--- src/rtl/dmem_port.sv ---
// Core-side initiator for the shared data-RAM arbiter: turns a one-cycle ld/st strobe
// into a held rden/wren request and returns a done pulse. Optional timeout: DMEM_TIMEOUT_EN.
module dmem_port #(
    parameter int unsigned RD_LAT  = 1,
    parameter int unsigned TIMEOUT = 255
) (
    input  logic       CLK,
    input  logic       rst_n,
    input  logic       ld,
    input  logic       st,
    input  logic [7:0] addr,
    input  logic [7:0] wdata,
    output logic       busy,
    output logic       done,
    output logic [7:0] rdata,
    output logic       err,
    output logic       rden,
    output logic       wren,
    output logic [7:0] Address,
    output logic [7:0] Din,
    input  logic       acq,
    input  logic [7:0] Dq
);

    typedef enum logic [1:0] {
        S_IDLE,
        S_REQ,
        S_RDWAIT
    } state_t;

    localparam logic [2:0] LAT_INIT = 3'(RD_LAT - 1);

    state_t     state_q, state_d;
    logic       busy_q, busy_d;
    logic       done_q, done_d;
    logic [7:0] rdata_q, rdata_d;
    logic       rden_q, rden_d;
    logic       wren_q, wren_d;
    logic [7:0] addr_q, addr_d;
    logic [7:0] din_q, din_d;
    logic [2:0] lat_q, lat_d;

`ifdef DMEM_TIMEOUT_EN
    localparam logic [7:0] TMO_LAST = 8'(TIMEOUT - 1);
    logic       err_q, err_d;
    logic [7:0] tmo_q, tmo_d;
`endif

    always_ff @(posedge CLK or negedge rst_n) begin
        if (!rst_n) begin
            state_q <= S_IDLE;
            busy_q  <= 1'b0;
            done_q  <= 1'b0;
            rdata_q <= '0;
            rden_q  <= 1'b0;
            wren_q  <= 1'b0;
            addr_q  <= '0;
            din_q   <= '0;
            lat_q   <= '0;
`ifdef DMEM_TIMEOUT_EN
            err_q   <= 1'b0;
            tmo_q   <= '0;
`endif
        end else begin
            state_q <= state_d;
            busy_q  <= busy_d;
            done_q  <= done_d;
            rdata_q <= rdata_d;
            rden_q  <= rden_d;
            wren_q  <= wren_d;
            addr_q  <= addr_d;
            din_q   <= din_d;
            lat_q   <= lat_d;
`ifdef DMEM_TIMEOUT_EN
            err_q   <= err_d;
            tmo_q   <= tmo_d;
`endif
        end
    end

    always_comb begin
        state_d = state_q;
        done_d  = 1'b0;
        rdata_d = rdata_q;
        rden_d  = rden_q;
        wren_d  = wren_q;
        addr_d  = addr_q;
        din_d   = din_q;
        lat_d   = lat_q;
`ifdef DMEM_TIMEOUT_EN
        err_d   = 1'b0;
        tmo_d   = tmo_q;
`endif
        unique case (state_q)
            S_IDLE: begin
                // st has priority; a simultaneous ld is dropped
                if (st) begin
                    addr_d  = addr;
                    din_d   = wdata;
                    wren_d  = 1'b1;
                    state_d = S_REQ;
`ifdef DMEM_TIMEOUT_EN
                    tmo_d   = '0;
`endif
                end else if (ld) begin
                    addr_d  = addr;
                    rden_d  = 1'b1;
                    state_d = S_REQ;
`ifdef DMEM_TIMEOUT_EN
                    tmo_d   = '0;
`endif
                end
            end
            S_REQ: begin
                if (acq) begin
                    rden_d = 1'b0;
                    wren_d = 1'b0;
                    if (wren_q) begin
                        done_d  = 1'b1;
                        state_d = S_IDLE;
                    end else begin
                        lat_d   = LAT_INIT;
                        state_d = S_RDWAIT;
                    end
                end
`ifdef DMEM_TIMEOUT_EN
                else if (tmo_q == TMO_LAST) begin
                    rden_d  = 1'b0;
                    wren_d  = 1'b0;
                    err_d   = 1'b1;
                    state_d = S_IDLE;
                end else begin
                    tmo_d = tmo_q + 8'd1;
                end
`endif
            end
            S_RDWAIT: begin
                if (lat_q == '0) begin
                    rdata_d = Dq;
                    done_d  = 1'b1;
                    state_d = S_IDLE;
                end else begin
                    lat_d = lat_q - 3'd1;
                end
            end
            default: state_d = S_IDLE;
        endcase
    end

    // Registered busy mirrors the next state so it is low in the done cycle
    assign busy_d  = (state_d != S_IDLE);

    assign busy    = busy_q;
    assign done    = done_q;
    assign rdata   = rdata_q;
    assign rden    = rden_q;
    assign wren    = wren_q;
    assign Address = addr_q;
    assign Din     = din_q;
`ifdef DMEM_TIMEOUT_EN
    assign err     = err_q;
`else
    assign err     = 1'b0;
`endif

endmodule

--- config.mk ---
export PLATFORM = sky130hd
export DESIGN_NAME = dmem_port
export DESIGN_NICKNAME = d
export VERILOG_FILES = /design/src/rtl/dmem_port.sv
export SDC_FILE = /design/constraint.sdc
export NUM_CORES = 1
export LEC_CHECK = 0
export CAP_MARGIN = 20
export CORE_MARGIN = 5
export CORE_UTILIZATION = 51
export DETAILED_ROUTE_END_ITERATION = 10
export DONT_BUFFER_PORTS = 1
export PLACE_DENSITY_LB_ADDON = 0.3
export SYNTH_ARGS = -nofsm -noshare
export SYNTH_HDL_FRONTEND = slang
export SYNTH_SLANG_ARGS = --single-unit
--- constraint.sdc ---
create_clock -name CLK -period 1.61 [get_ports CLK]
set_input_delay 0.161 -clock CLK [delete_from_list [all_inputs] [get_ports CLK]]
set_output_delay 0.161 -clock CLK [all_outputs]
set_load 0.02 [all_outputs]
==> results.cfg <==
[synthesis]
netlist_instances = 113
synth_area_mm2 = 0.001495
ys_seq_elements = 33
yosysSeqAreaShare = 0.5523
synth_area_leaders = dfrtp_1, mux2_2, ha_1, a221oi_2, inv_1
yosysTopAreaCell = dfrtp_1
synthDistinctLibCells = 29
synthFlopType = dfrtp_1
synth_nets = 148
synth_edf_count = 0
yosysWarnings = 0
avgSynthCellArea_um2 = 13.23
async_flop_share = 1.000
synth_top_area_frac = 0.5523

[job]
maxCapViolations = 0

[die]
die_w_um = 64.15
fp.dieH_um = 64.15
start_util = 0.5376
core_mm2 = 0.002781
design.die.area_mm2 = 0.004115
rows = 19
top_level_ports = 58

[clocking]
cts.path.max_buffers = 2
clk_latency_ns = 0.34
h-tree-depth = 2
cts.sinks = 33
cts_tree = built
cts.clk_slew.worst_paths_ns = 0.10
cts_made_buffers = 5
root_buffer = clkbuf_4

[setup_path]
cp-start-kind = register
path_max_fanout = 3
crit_required_ns = 1.84
crit_type = reg -> reg
cpPeakStageDelay_ns = 0.39
end_kind = register
cp_cell_sequence = buf_4 -> ha_1 -> nor2b_4 -> a221oi_2 -> a211oi_2 -> or2_1
arrival_ns = 1.77
slowest_stage = dfrtp_1

[finish]
insertedDiodeCount = 0
drive_above_1_share = 0.3464
num-nets-final = 187
layout.cells.non_filler = 184
final_cell_area_mm2 = 0.001918
fillers = 187
area_delta_synth_final_pct = 28.28

[outcome]
status = finished, final reports clean

[route]
drt_iter0_markers = 8
drc = 0
vias = 1005
routedWlPerCell_um = 17.95
via_per_inst = 5.462
wl_mm = 3.303
drtPass1Iterations = 4
ant_nets = 0

[timing]
fin_skew_ns = 0.005916
fin_ws_ns = 0.07366
finalSetupViolations = 0
max_freq_mhz = 650.9
finalMaxSlewViolations = 0
period_needed_ns = 1.536
finalCritPeriodShare = 0.9542
rsz0062_at_grt = no
hold_viol = 0

[global_route]
grt_pass1_vias = 1088
grt_usage = 0.1736
grt_overflow_total = 0
grt_max_degree = 34
antenna_found_initial = 0
grt_pass1_wl_mm = 5.402

[power]
p_leak_nw = 0.8412
fin_total_pwr_mw = 3.766
ir_drop_mv = 1.774
p_per_area_mw_per_mm2 = 1963

[hold_path]
hold_path_class = in -> reg

[placement]
dp.cells = 147
hpwl_mm = 2.115
gp_congestion = 0.7399
dp_slack_ns = -0.01821
dpl-instance-area_mm2 = 0.001553
portBuffers = 0
-- final timing paths --
check / from / to / slack, ns / cells after the start
setup / recovery: state_q[1] / busy / 0.07 / 6
setup reg to reg: state_q[1] / busy / 0.07 / 6
min in group asynchronous: rst_n / Din[7] / 0.25 / 2
hold reg to reg: lat_q[1] / lat_q[1] / 0.55 / 1
hold / removal: acq / rden / 0.02 / 3
max in group asynchronous: rst_n / rden / 1.19 / 2
-- cells by family after synthesis --
logic type	count (synthesis)	share of synthesized area
simple gates	18	0.07280
buf+inv	11	0.03765
mux	24	0.1808
compound gates	20	0.1038
flops	33	0.5523
fa+ha+maj	6	0.05021
other cells	1	0.002508
-- flip-flops by register name, summed over array words and instances, names as in the netlist --
| register | cells |
|---|---|
| busy | 1 |
| Address | 8 |
| done | 1 |
| state_q | 2 |
| rden | 1 |
| rdata | 8 |
| wren | 1 |
| Din | 8 |
| lat_q | 3 |
-- critical path, delay by kind of cell (launching register included) --
kind	cells	cell delay [ns]
AO/OA/AOI/OAI	2	0.30
flip-flops	1	0.39
buffers and inverters	1	0.14
adder cells (fa/ha/maj)	1	0.22
AND/OR/NAND/NOR	2	0.38
-- Yosys cell counts (2+ instances only) --
master     n
dfrtp_1   33
a21oi_1    3
a221oi_2   2
o21ai_0    5
ha_1       6
nand2b_1   2
o21bai_1   2
nor2b_1    2
a22o_2     2
mux2_2    24
nand2_1    6
inv_1      8
buf_4      2
-- routing by layer --
layer  share of wire  routed length, µm  up-vias  GRT usage
met5               0                  0        -          0
met4           0.027                 89        0    0.07634
met3           0.082                272        9    0.07005
met2            0.54               1769       34     0.2990
met1            0.35               1171      487     0.1864
li1                -                  -      475          -
-- through the flow --
stage / hold WS [ns] / utilization / setup TNS, ns
2_1_floorplan: -0.1346 / - / 0
3_3_place_gp: -0.1339 / 0.5583 / 0
3_5_place_dp: -0.1339 / 0.5583 / -0.01821
4_1_cts: 0.009847 / 0.6815 / 0
5_1_grt: 0.01050 / 0.6896 / 0
6_report: 0.02268 / 0.6896 / 0
-- area by class of cell --
class                           instances  area [µm²]  share of cell area
Inverter                                8       30.03             0.01566
Sequential cell                        33       825.8              0.4305
Clock buffer                            5       37.54             0.01957
Clock inverter                          3       17.52            0.009132
Multi-Input combinational cell         69       628.1              0.3275
Tap cell                               31       38.79             0.02022
Timing Repair Buffer                   35       340.3              0.1774
-- placed cells by master (no fill, tap or decap), types with 2 or more instances in the layout --
master,count
a21oi_1,3
a221oi_2,2
a22o_2,2
buf_4,8
clkbuf_4,5
clkinv_2,2
dfrtp_1,33
dlygate4sd3_1,26
ha_1,4
inv_1,8
mux2_2,24
nand2_1,6
nand2b_1,2
nor2b_1,2
o21ai_0,5
o21bai_1,2
-- report_power, final --
part	switching [mW]	internal, mW	total (mW)
sequential	0.704	1.22	1.93
clock	0.284	0.164	0.448
combinational	0.613	0.776	1.39
-- repair_timing --
action,CTS,global route
pin swaps,0,1
hold buffers,27,0
gates resized for setup,0,3
setup buffers,1,1
endpoints found under the setup margin,1,14
hold endpoints to repair,60,0
No activity file was read; power rests on OpenSTA's default activity.
